## src/rtl/keypad_pkg.sv

```systemverilog
// Shared types and helpers for the safe keypad input stage.
// Consumed by keypad_debounce and its synchroniser.
package keypad_pkg;

    localparam int KEY_COUNT = 10;

    typedef enum logic [2:0] {
        IDLE,
        PRESS_WAIT,
        HELD,
        RELEASE_WAIT,
        REJECT
    } kp_state_t;

    function automatic logic [3:0] onehot_to_code(
        input logic [KEY_COUNT-1:0] v
    );
        logic [3:0] c;
        c = 4'd0;
        for (int i = 0; i < KEY_COUNT; i++) begin
            if (v[i]) c = 4'(i);
        end
        return c;
    endfunction

    function automatic logic is_onehot(
        input logic [KEY_COUNT-1:0] v
    );
        return $countones(v) == 1;
    endfunction

endpackage

```

## src/rtl/keypad_debounce_sync.sv

```systemverilog
// Parameterised-width two-flop synchroniser, async active-high reset.
// Module key_sync; one instance covers every keypad line.
module key_sync #(
    parameter int W = 1
) (
    input  logic         clk,
    input  logic         rst,
    input  logic [W-1:0] d,
    output logic [W-1:0] q
);

    logic [W-1:0] meta;

    always_ff @(posedge clk or posedge rst) begin
        if (rst) begin
            meta <= '0;
            q    <= '0;
        end else begin
            meta <= d;
            q    <= meta;
        end
    end

endmodule

```

## src/rtl/keypad_debounce.sv

```systemverilog
// Keypad debounce, chord rejection and press/release pulse generation.
// Optional auto-repeat while held: define KEYPAD_REPEAT_EN.
module keypad_debounce
    import keypad_pkg::*;
#(
    parameter int DEBOUNCE_CYCLES = 20,
    parameter int REPEAT_DELAY    = 500,
    parameter int REPEAT_PERIOD   = 100
) (
    input  logic                 clk,
    input  logic                 rst,
    input  logic [KEY_COUNT-1:0] keys_raw,
    output logic                 key_valid,
    output logic [3:0]           key_code,
    output logic                 key_press,
    output logic                 key_release,
    output logic                 multi_err
);

    localparam int CMAX1 = (DEBOUNCE_CYCLES > REPEAT_DELAY) ?
                           DEBOUNCE_CYCLES : REPEAT_DELAY;
    localparam int CMAX  = (CMAX1 > REPEAT_PERIOD) ? CMAX1 : REPEAT_PERIOD;
    localparam int CW    = $clog2(CMAX + 1);
    localparam logic [CW-1:0] DLIM = CW'(DEBOUNCE_CYCLES - 1);

    logic [KEY_COUNT-1:0] sync;
    logic [KEY_COUNT-1:0] cap, cap_n;
    logic [CW-1:0]        cnt, cnt_n;
    kp_state_t            state, state_n;
    logic                 valid_n, press_n, rel_n, err_n;
    logic [3:0]           code_n;

    key_sync #(.W(KEY_COUNT)) u_sync (
        .clk (clk),
        .rst (rst),
        .d   (keys_raw),
        .q   (sync)
    );

`ifdef KEYPAD_REPEAT_EN
    logic [CW-1:0] rcnt, rcnt_n;
    logic          rfirst, rfirst_n;
    logic [CW-1:0] rlim;

    // First repeat waits the long delay, later ones the short period.
    assign rlim = rfirst ? CW'(REPEAT_DELAY - 1) : CW'(REPEAT_PERIOD - 1);

    always_ff @(posedge clk or posedge rst) begin
        if (rst) begin
            rcnt   <= '0;
            rfirst <= 1'b1;
        end else begin
            rcnt   <= rcnt_n;
            rfirst <= rfirst_n;
        end
    end
`endif

    always_comb begin
        state_n = state;
        cap_n   = cap;
        cnt_n   = cnt;
        valid_n = key_valid;
        code_n  = key_code;
        press_n = 1'b0;
        rel_n   = 1'b0;
        err_n   = multi_err;
`ifdef KEYPAD_REPEAT_EN
        rcnt_n   = '0;
        rfirst_n = 1'b1;
`endif
        unique case (state)
            IDLE: begin
                if (sync != '0) begin
                    cap_n   = sync;
                    cnt_n   = '0;
                    state_n = PRESS_WAIT;
                end
            end
            PRESS_WAIT: begin
                if (sync != cap) begin
                    state_n = IDLE;
                end else if (cnt == DLIM) begin
                    if (is_onehot(cap)) begin
                        state_n = HELD;
                        code_n  = onehot_to_code(cap);
                        valid_n = 1'b1;
                        press_n = 1'b1;
                    end else begin
                        state_n = REJECT;
                        err_n   = 1'b1;
                        cnt_n   = '0;
                    end
                end else begin
                    cnt_n = cnt + CW'(1);
                end
            end
            HELD: begin
                if (sync != cap) begin
                    state_n = RELEASE_WAIT;
                    cnt_n   = '0;
                end else begin
`ifdef KEYPAD_REPEAT_EN
                    if (rcnt == rlim) begin
                        press_n  = 1'b1;
                        rfirst_n = 1'b0;
                    end else begin
                        rcnt_n   = rcnt + CW'(1);
                        rfirst_n = rfirst;
                    end
`endif
                end
            end
            RELEASE_WAIT: begin
                if (sync == cap) begin
                    state_n = HELD;
                end else if (sync != '0) begin
                    cnt_n = '0;
                end else if (cnt == DLIM) begin
                    state_n = IDLE;
                    valid_n = 1'b0;
                    rel_n   = 1'b1;
                end else begin
                    cnt_n = cnt + CW'(1);
                end
            end
            REJECT: begin
                if (sync != '0) begin
                    cnt_n = '0;
                end else if (cnt == DLIM) begin
                    state_n = IDLE;
                    err_n   = 1'b0;
                end else begin
                    cnt_n = cnt + CW'(1);
                end
            end
            default: state_n = IDLE;
        endcase
    end

    always_ff @(posedge clk or posedge rst) begin
        if (rst) begin
            state       <= IDLE;
            cap         <= '0;
            cnt         <= '0;
            key_valid   <= 1'b0;
            key_code    <= 4'd0;
            key_press   <= 1'b0;
            key_release <= 1'b0;
            multi_err   <= 1'b0;
        end else begin
            state       <= state_n;
            cap         <= cap_n;
            cnt         <= cnt_n;
            key_valid   <= valid_n;
            key_code    <= code_n;
            key_press   <= press_n;
            key_release <= rel_n;
            multi_err   <= err_n;
        end
    end

endmodule

```

## config.mk

```make
export PLATFORM = sky130hd
export DESIGN_NAME = keypad_debounce
export DESIGN_NICKNAME = d
export VERILOG_FILES = /design/src/rtl/keypad_pkg.sv /design/src/rtl/keypad_debounce_sync.sv /design/src/rtl/keypad_debounce.sv
export SDC_FILE = /design/constraint.sdc
export NUM_CORES = 1
export LEC_CHECK = 0
export BUFFER_PORTS_ARGS = -buffer_cell sky130_fd_sc_hd__buf_2
export CAP_MARGIN = 20
export CORE_ASPECT_RATIO = 0.5
export CORE_MARGIN = 1
export CORE_UTILIZATION = 63
export DETAILED_ROUTE_END_ITERATION = 7
export GPL_TIMING_DRIVEN = 0
export PLACE_DENSITY = 0.8
export SETUP_SLACK_MARGIN = 0.02
export SLEW_MARGIN = 20
export SYNTH_ARGS = -nofsm -noshare
export SYNTH_HDL_FRONTEND = slang
export SYNTH_HIERARCHICAL = 1
export SYNTH_SLANG_ARGS = --single-unit
```

## constraint.sdc

```tcl
create_clock -name clk -period 6.6 [get_ports clk]
set_input_delay 0.33 -clock clk [delete_from_list [all_inputs] [get_ports clk]]
set_output_delay 0.33 -clock clk [all_outputs]
set_load 0.1 [all_outputs]
```

==> impl_results.md, run 1 <==
- Outcome: finished, final reports clean
- Reg2reg start: cap[0]
- WHS: between 100 and 150 ps
- Worst Tran Pin Value: roughly 850 ps
- Clk buf depth: 2
- Post-CTS Hold Buffers: 0
- Fmax: around 0.23 GHz
- Synthesized area: roughly 2400 sq um
- CTS tree: yes
- WL per Instance: approximately 16 um
- Max-slew violations: 0
- Clock Skew: 9.46 ps
- Clock buffer count from CTS: 5
- Dpl ws: 2340 ps
- Area fraction of the dominant cell type after synthesis: 0.520
- Async set-reset flop share out of synthesis: 1.00
- Post-synthesis cell type count: 42
- Req. time, crit path: 6820 ps
- Chip height: 45.7 um
- Clk Tree Root Cell: clkbuf_8
- All-layer global routing usage: 0.262
- Clock transition at path regs: 100 ps
- H-tree depth: 2
- Worst-skew pair later-pin latency: 320 ps
- Setup Viol. Count Final: 0
- Area contributors post-synth: dfrtp_1 (52%), mux2_2 (5.1%), fa_1 (5.0%)
- Final Non-Filler Cells: 290
- Power density over cell area: about 320 nW/um^2
- Final net count: 259
- Final ANT Viol Nets: 0
- Pre-Repair DR Iteration Count: 4
- Cell taking the most area after synthesis: dfrtp_1
- R2R Setup Slk: roughly 2300 ps
- Sum Neg Setup Slack: 0 ps
- VDD IR max: ~200 uV
- Final setup margin: 2290 ps
- Hold crit path type: input port to asynchronous set/reset pin
- Die ar.: roughly 4100 sq um
- Final core utilization: 0.756
- Sequential area share after synthesis: 0.520
- Remaining global-route overflow: 0
- CTS sink cnt: 50
- Crit path kind: register to register
- Initial Util: 0.678
- Core Area: roughly 3500 sq um
- Area Overhead vs Synth: 11.4%
- CP Max Fanout: 10
- Synth cell count leaders: dfrtp_1 (50), inv_1 (17), nor2_1 (12)
- Register bit total from synthesis: 50
- Leakage: 1.31 nW
- Critical Path Start Type: register
- Layout cells sized above 1: 0.209
- CP Capture Type: register
- Yosys warning count: 6
- Port Buffers: 19
- Initial antenna violation count: 0
- Antenna diode count: 0
- Worst slew margin: 0.427
- First-pass GRT wire length: about 7600 um
- Top-count cell post-synth: dfrtp_1
- # placed instances: between 200 and 300
- Syn Nets: approximately 230
- Worst R2R End: cnt[8]
- CTS resizes: 0
- Placement Rows: 15
- Final hold vios: 0
- Die Wd: roughly 90 um
- Maxcap violations: 0
- DR vias: approximately 1700
- Post CTS Setup Buffer Count: 0
- Final wirelength: about 4600 um
- R2R depth: 15
- Vias in the first global route: between 1500 and 2000
- Post-Synthesis Cells: between 200 and 250
- Arrival @ worst endpoint: about 4500 ps
- Mean Syn Cell Area: ~11 sq um
- Ys flop type: dfrtp_1
- DRC Markers: 0
- DRT iter0 DRCs: 65
- Largest net degree at the start of global routing: 31
- Number of flops mapped to enable cells by yosys: 0
- GPL Wtd Cong: 0.875
- Via-to-Cell Ratio: about 6
- Min cycle time layout: about 4300 ps
- Final period utilization: 0.653
- RSZ-0062 raised after global routing: false
- IO Pins: 20
- Hpwl dp: 3200 um
[flip-flops by register name (all words and copies together) (netlist names)]
name,cells
cap,10
cnt,9
key_code,4
key_press,1
key_release,1
key_valid,1
multi_err,1
state,3
u_sync/meta,10
u_sync/q,10
[worst max-delay path by stage]
stage                       from          end  slack (ps)  cells past startpoint
final                     cap[0]       cnt[8]        2290                     15
after global routing      cap[0]       cnt[8]        2020                     15
after floorplan           cap[0]  key_code[0]        2740                     12
after detailed placement  cap[0]       cnt[8]        2340                     15
after global placement    cap[0]       cnt[1]        2480                     15
after CTS                 cap[1]       cnt[8]        2320                     15
[stage by stage]
stage                     power (mW)  area (sq um)
final                          0.868          2680
after global routing           0.922          2680
after CTS                      0.868          2680
after detailed placement       0.639          2560
after global placement         0.616          2560
after floorplan                0.574          2410
[critical path, stage by stage (launching register included)]
cell       delay [ps]
dfrtp_1           440
fa_1              530
fa_1              520
inv_1              50
fa_1              420
inv_1              60
ha_1              150
inv_1              50
fa_1              380
a2111oi_0         570
o211a_1           310
nand3_1            90
o2111ai_1         170
buf_2             280
o31ai_1           100
o31ai_1            90
[kinds of logic after synthesis]
logic type / count (synthesis) / synth area share
buf+inv: 23 / 0.0395
mux: 11 / 0.0515
compound gates: 47 / 0.134
flops: 50 / 0.520
xor+xnor: 10 / 0.0364
simple gates: 62 / 0.153
fa+ha+maj: 9 / 0.0655
[routing by layer]
layer	up-vias	global-route usage	routed length (um)
li1	807	-	-
met1	874	0.337	2180
met3	5	0.0797	206
met5	-	0	0
met2	48	0.434	2200
met4	0	0.0952	42
[area by class of cell]
cell class | instances | area, sq um
timing repair buffer | 19 | 95.1
buffer | 6 | 31.3
sequential | 50 | 1250
tap | 51 | 63.8
fill | 237 | 866
inverter | 17 | 63.8
clock inverter | 3 | 47.5
multi-input combinational | 139 | 1060
clock buffer | 5 | 68.8
[power breakdown]
part           switching (mW)  internal [mW]  leakage, nW
registers              0.0288          0.328        0.630
clock network           0.114          0.116       0.0591
logic                   0.160          0.121        0.617
total                   0.303          0.565         1.31
[layout by cell type (no fill, tap or decap), types with 5 or more instances in the layout]
master / n
nand3_1: 6
nand2b_1: 5
a21oi_1: 9
o31ai_1: 10
clkbuf_8: 5
fa_1: 6
nor2_1: 12
buf_2: 20
inv_1: 16
nor3_1: 5
xnor2_1: 10
o21ai_1: 5
o21ai_0: 7
dfrtp_1: 50
nand2_1: 7
mux2_2: 11
(Power assumes the default switching activity.)
==> run 2: changes to the inputs <==
--- a/config.mk
+++ b/config.mk
@@ -5,14 +5,15 @@
 export SDC_FILE = /design/constraint.sdc
 export NUM_CORES = 1
 export LEC_CHECK = 0
+export ABC_AREA = 1
 export BUFFER_PORTS_ARGS = -buffer_cell sky130_fd_sc_hd__buf_2
 export CAP_MARGIN = 20
 export CORE_ASPECT_RATIO = 0.5
 export CORE_MARGIN = 1
-export CORE_UTILIZATION = 63
+export CORE_UTILIZATION = 54
 export DETAILED_ROUTE_END_ITERATION = 7
 export GPL_TIMING_DRIVEN = 0
-export PLACE_DENSITY = 0.8
+export PLACE_DENSITY = 0.72
 export SETUP_SLACK_MARGIN = 0.02
 export SLEW_MARGIN = 20
 export SYNTH_ARGS = -nofsm -noshare
==> constraint.sdc (replaced) <==
create_clock -name clk -period 3.8 [get_ports clk]
set_input_delay 0.19 -clock clk [delete_from_list [all_inputs] [get_ports clk]]
set_output_delay 0.19 -clock clk [all_outputs]
set_load 0.1 [all_outputs]
==> impl_results.md, run 2 <==
- DRC Markers: 0 (unchanged)
- Die Wd: 103 um (+15%)
- Sum of buffers and inverters on the critical path: 4 (unchanged)
- Outcome: complete, but fails checks
- Placement Rows: 17 (+2)
- FILL cells: 401 (+69%)
- Port Buffers: 19 (unchanged)
- Post-Synthesis Cells: 367 (+73%)
- All-layer global routing usage: 0.236 (-0.0261)
- Critical Path Start Type: register
- Setup Viol. Count Final: 0 (unchanged)
- Hold crit path type: input port to asynchronous set/reset pin
- Worst Tran Pin Value: 669 ps (-185 ps)
- Area contributors post-synth: dfrtp_1 (45%), nand2_1 (19%), inv_1 (8.3%)
- Clock transition at path regs: 90 ps (about the same)
- IO Pins: 20 (unchanged)
- CP most frequent cell: nand2_1
- Final period utilization: 0.944 (+0.291)
- CP Max Fanout: 6 (-4)
- Antenna diode count: 0 (unchanged)
- RSZ-0062 raised after global routing: true
- Cell taking the most area after synthesis: dfrtp_1
- Post-synthesis cell type count: 26 (-38%)
- Power density over cell area: 469 nW/um^2 (+45%)
- WL per Instance: 11.9 um (-25%)
- CP cell instances: fa_1 > fa_1 > inv_1 > fa_1 > inv_1 > ha_1 > inv_1 > fa_1 > nand2_1 > nor2_2 > nand2_1 > nand2_1 > inv_1 > nor2_1 > nand4_1 > nand2_1 > nand2_1
- Hpwl dp: 4060 um (+27%)
- Sum Neg Setup Slack: 0 ps (unchanged)
- Yosys warning count: 6 (unchanged)
- Initial antenna violation count: 0 (unchanged)
- Synth cell count leaders: nand2_1 (141), inv_1 (61), dfrtp_1 (50)
- Clk buf depth: 2 (unchanged)
- Fmax: 0.279 GHz (+20%)
- Vias in the first global route: 2204 (+32%)
- Leakage: 1.74 nW (+33%)
- Failing checks: hold timing
- Final hold vios: 50 (+50)
- Worst-skew pair later-pin latency: 300 ps (-20 ps)
- H-tree depth: 2 (unchanged)
- Final net count: 426 (+64%)
- Slowest CP cell: fa_1
- Clk Tree Root Cell: clkbuf_8
- CTS tree: yes
- Number of flops mapped to enable cells by yosys: 0 (unchanged)
- Chip height: 52.5 um (+15%)
- Most common cell after layout, fill and taps aside: nand2_1
- Max-slew violations: 0 (unchanged)
- Final wirelength: 5630 um (+22%)
- Remaining global-route overflow: 0 (unchanged)
- Area Overhead vs Synth: 14.6%
- DR vias: 2383 (+37%)
- Cell family with most CP delay: adder cells
- Mean Syn Cell Area: 7.52 sq um (-34%)
- Synthesized area: 2760 sq um (+15%)
- Pre-Repair DR Iteration Count: 4 (unchanged)
- Arrival @ worst endpoint: 3790 ps (-740 ps)
- Final setup margin: 214 ps (-2080 ps)
- Async set-reset flop share out of synthesis: 1.00 (unchanged)
- Layout cells sized above 1: 0.138 (-0.0713)
- Initial Util: 0.595 (-0.0833)
- Req. time, crit path: 4000 ps (-2820 ps)
- Via-to-Cell Ratio: 5.05 (-16%)
- Syn Nets: 388 (+67%)
- Min cycle time layout: 3590 ps (-725 ps)
- Crit path kind: register to register
- Final ANT Viol Nets: 0 (unchanged)
- Worst slew margin: 0.554 (+0.127)
- Die ar.: 5420 sq um (+33%)
- Clock buffer count from CTS: 5 (unchanged)
- Core Area: 4640 sq um (+31%)
- Sequential area share after synthesis: 0.454 (-0.0665)
- Clock Skew: 4.93 ps (-4.53 ps)
- Most frequent cells in the layout: nand2_1 (141), inv_1 (60), dfrtp_1 (45)
- Regs by FF count: cap (10), u_sync/meta (10), u_sync/q (10)
- Top-count cell post-synth: nand2_1
- Largest net degree at the start of global routing: 31 (unchanged)
- First-pass GRT wire length: 9430 um (+24%)
- Register bit total from synthesis: 50 (unchanged)
- Crit path largest cell delay: 520 ps (-50 ps)
- GPL Wtd Cong: 0.859 (-1.8%)
- CTS sink cnt: 50 (unchanged)
- VDD IR max: 286 uV (+40%)
- Area fraction of the dominant cell type after synthesis: 0.454 (-0.0665)
- Dpl ws: 139 ps (-2200 ps)
- CP Capture Type: register
- Ys flop type: dfrtp_1
- WHS: -23.0 ps (-123 ps)
- Maxcap violations: 0 (unchanged)
- DRT iter0 DRCs: 107 (+65%)
[run 2: cell type report]
type / instances / area, sq um / share of cell area
Sequential cell: 50 / 1260 / 0.398
Multi-Input combinational cell: 249 / 1250 / 0.396
Inverter: 65 / 245 / 0.0775
Timing Repair Buffer: 31 / 210 / 0.0665
Clock buffer: 6 / 82.6 / 0.0261
Tap cell: 66 / 82.6 / 0.0261
Clock inverter: 2 / 17.5 / 0.00554
Buffer: 3 / 13.8 / 0.00435
[run 2: cells by family (layout without fill, tap and decap cells)]
logic type,Yosys count,in the layout,share of synthesized area
AOI/OAI and AO/OA,26,26,0.0512
adders and majority gates,9,9,0.0571
buffers and inverters,68,107,0.0939
and+or+nand+nor,207,207,0.322
xor gates and xnor gates,7,7,0.0222
DFF,50,50,0.454
[run 2: repair_timing]
| item | 4_1_cts | 5_1_grt |
|---|---|---|
| hold endpoints to repair | 10 | 0 |
| setup endpoints to repair | 0 | 12 |
| resized for setup | 0 | 7 |
| hold buffers | 10 | 0 |
| buffers inserted | 0 | 2 |
[run 2: per-stage QoR]
step	instance area, sq um	util	power (mW)	instances
finish	3160	0.682	1.48	472
global route	3160	0.682	1.59	472
CTS	3140	0.676	1.47	470
detailed placement	2940	0.633	1.13	452
global placement	2940	0.633	1.09	452
floorplan	2760	-	1.01	367
[run 2: routing by layer]
metal | vias up | global-route usage | share of wire
li1 | 1191 | - | -
met1 | 1130 | 0.298 | 0.46
met2 | 55 | 0.412 | 0.47
met3 | 7 | 0.0547 | 0.053
met4 | 0 | 0.0704 | 0.0096
met5 | - | 0 | 0
[run 2: path summary, 6_finish.rpt]
check | end | slack, ps | from | cells after the start
worst min-delay path | cap[2] | -20 | rst | 2
worst max-delay path | key_valid | 210 | cap[3] | 17
min in group clk | u_sync/q[9] | 350 | u_sync/meta[9] | 0
worst min register to register | u_sync/q[9] | 350 | u_sync/meta[9] | 0
max in group asynchronous | cap[7] | 3370 | rst | 2
worst max register to register | key_valid | 210 | cap[3] | 17
[run 2: power by group]
group,total [mW],switching [mW],internal (mW)
clock,0.332,0.181,0.150
combinational,0.530,0.335,0.195
sequential,0.621,0.0479,0.573
==> run 3: changes to the inputs <==
--- a/config.mk
+++ b/config.mk
@@ -6,13 +6,14 @@
 export NUM_CORES = 1
 export LEC_CHECK = 0
 export ABC_AREA = 1
-export BUFFER_PORTS_ARGS = -buffer_cell sky130_fd_sc_hd__buf_2
+export BUFFER_PORTS_ARGS = -buffer_cell sky130_fd_sc_hd__clkbuf_2
 export CAP_MARGIN = 20
 export CORE_ASPECT_RATIO = 0.5
 export CORE_MARGIN = 1
 export CORE_UTILIZATION = 54
 export DETAILED_ROUTE_END_ITERATION = 7
 export GPL_TIMING_DRIVEN = 0
+export MAX_ROUTING_LAYER = met4
 export PLACE_DENSITY = 0.72
 export SETUP_SLACK_MARGIN = 0.02
 export SLEW_MARGIN = 20
==> impl_results.md, run 3 (synthesized netlist as in run 2, its figures left out) <==
- Min cycle time layout: 3590 ps (+4.81 ps)
- Hold crit path type: register to register
- CP Capture Type: register
- CTS tree: yes
- Regs by FF count: cap (10), u_sync/meta (10), u_sync/q (10)
- IO Pins: 20 (unchanged)
- Arrival @ worst endpoint: 3840 ps (+50 ps)
- Clock Skew: 7.24 ps (+2.31 ps)
- Clk buf depth: 2 (unchanged)
- Die Wd: 103 um (unchanged)
- DRT iter0 DRCs: 80 (-25%)
- WL per Instance: 12.5 um (+4.4%)
- Initial antenna violation count: 0 (unchanged)
- VDD IR max: 271 uV (-5.1%)
- GPL Wtd Cong: 0.890 (+3.6%)
- Power density over cell area: 468 nW/um^2 (-0.10%)
- Largest net degree at the start of global routing: 31 (unchanged)
- Cell family with most CP delay: adder cells
- RSZ-0062 raised after global routing: false
- Final net count: 429 (+0.70%)
- Max-slew violations: 0 (unchanged)
- Critical Path Start Type: register
- Antenna diode count: 0 (unchanged)
- Die ar.: 5420 sq um (unchanged)
- Clk Tree Root Cell: clkbuf_8
- CP Depth: 17 (unchanged)
- Worst slew margin: 0.545 (-0.00907)
- Req. time, crit path: 4050 ps (+50 ps)
- Clock buffer count from CTS: 5 (unchanged)
- Final wirelength: 5920 um (+5.1%)
- Slowest CP cell: fa_1
- Crit path largest cell delay: 520 ps (about the same)
- Initial Util: 0.595 (unchanged)
- CP most frequent cell: nand2_1
- Placement Rows: 17 (unchanged)
- Final period utilization: 0.945 (+0.00126)
- Most common cell after layout, fill and taps aside: nand2_1
- Core Area: 4640 sq um (unchanged)
- Vias in the first global route: 2373 (+7.7%)
- Layout cells sized above 1: 0.137 (-0.00101)
- Clock transition at path regs: 100 ps (about the same)
- DR vias: 2425 (+1.8%)
- Register share of total power: 0.416 (-0.003)
- Clk network pwr share: 0.228 (+0.004)
- H-tree depth: 2 (unchanged)
- Comb power frac: 0.356 (-0.002)
- Most frequent cells in the layout: nand2_1 (141), inv_1 (60), dfrtp_1 (46)
- Cell Int Power: 0.916 mW (-0.23%)
- Maxcap violations: 0 (unchanged)
- Sum of buffers and inverters on the critical path: 3 (-1)
- CTS sink cnt: 50 (unchanged)
- Hold Crit Depth: 0
- Outcome: finished, final reports clean
- First-pass GRT wire length: 10100 um (+7.1%)
- Worst-skew pair later-pin latency: 310 ps (about the same)
- Sum Neg Setup Slack: 0 ps (unchanged)
- Worst Tran Pin Value: 682 ps (+13.6 ps)
- Final hold vios: 0 (-100%)
- Leakage: 1.75 nW (+0.55%)
- Port Buffers: 19 (unchanged)
- Tot Pwr: 1.50 mW (+0.85%)
- Fmax: 0.278 GHz (-0.13%)
- Pre-Repair DR Iteration Count: 4 (unchanged)
- Setup Viol. Count Final: 0 (unchanged)
- Chip height: 52.5 um (unchanged)
- Switching share of power: 0.387 (+0.00659)
- Final ANT Viol Nets: 0 (unchanged)
- Sw power: 0.579 mW (+2.6%)
- Area Overhead vs Synth: 15.7%
- CP cell instances: fa_1 > fa_1 > inv_1 > fa_1 > inv_1 > ha_1 > inv_1 > fa_1 > nand2_1 > nor2_2 > nand3_2 > nand2_1 > nand2_1 > nand2_4 > nor2_2 > nand2_1 > nand2_1
- DRC Markers: 0 (unchanged)
- Via-to-Cell Ratio: 5.11 (+1.1%)
- CP Max Fanout: 4 (-2)
- R2R depth: 17 (unchanged)
- Crit path kind: register to register
- Remaining global-route overflow: 0 (unchanged)
- FILL cells: 402 (+0.25%)
- All-layer global routing usage: 0.259 (+0.0226)
- Hpwl dp: 4220 um (+4.0%)
==> run 3: layout make-up <==
| type | count | area [sq um] | area share |
|---|---|---|---|
| timing repair buffer | 32 | 220 | 0.0690 |
| inverter | 65 | 248 | 0.0776 |
| buffer | 3 | 13.8 | 0.00431 |
| sequential | 50 | 1260 | 0.393 |
| clock buffer | 6 | 82.6 | 0.0259 |
| multi-input combinational | 251 | 1270 | 0.399 |
| clock inverter | 2 | 16.3 | 0.00509 |
| tap | 66 | 82.6 | 0.0259 |
==> run 3: metrics by stage <==
step	instance area [sq um]	setup slack [ps]	util	cells	hold slack, ps
global route	3190	12.8	0.689	475	368
detailed placement	2940	171	0.633	452	300
floorplan	2760	394	-	367	154
CTS	3150	145	0.678	471	358
global placement	2940	237	0.633	452	298
finish	3190	209	0.689	475	356
==> run 3: power groups by stage <==
stage	sequential (mW)	combinational (mW)	clock [mW]
2_1_floorplan	0.653	0.358	0
3_3_place_gp	0.628	0.461	0
3_5_place_dp	0.631	0.498	0
4_1_cts	0.621	0.511	0.346
5_1_grt	0.627	0.611	0.369
6_report	0.622	0.533	0.341
==> run 3: repair_timing <==
action	4_1_cts	5_1_grt
endpoints found under the setup margin	0	13
endpoints found under the hold margin	52	0
setup buffers	0	2
hold buffers	11	0
resized for setup	0	8
==> run 3: worst paths after layout <==
kind | startpoint | to | slack (ps)
worst min-delay path | u_sync/meta[9] | u_sync/q[9] | 360
worst max-delay path | cap[1] | cnt[1] | 210
max in group asynchronous | rst | cap[1] | 2820
min in group asynchronous | rst | cap[9] | 530
worst min register to register | u_sync/meta[9] | u_sync/q[9] | 360
worst max register to register | cap[1] | cnt[1] | 210
==> run 3: per-layer routing <==
metal,part of all wire,GRT usage,vias to the layer above
li1,-,-,1200
met1,0.47,0.319,1158
met2,0.47,0.433,55
met3,0.045,0.0547,12
met4,0.015,0.0869,0
met5,0,-,-
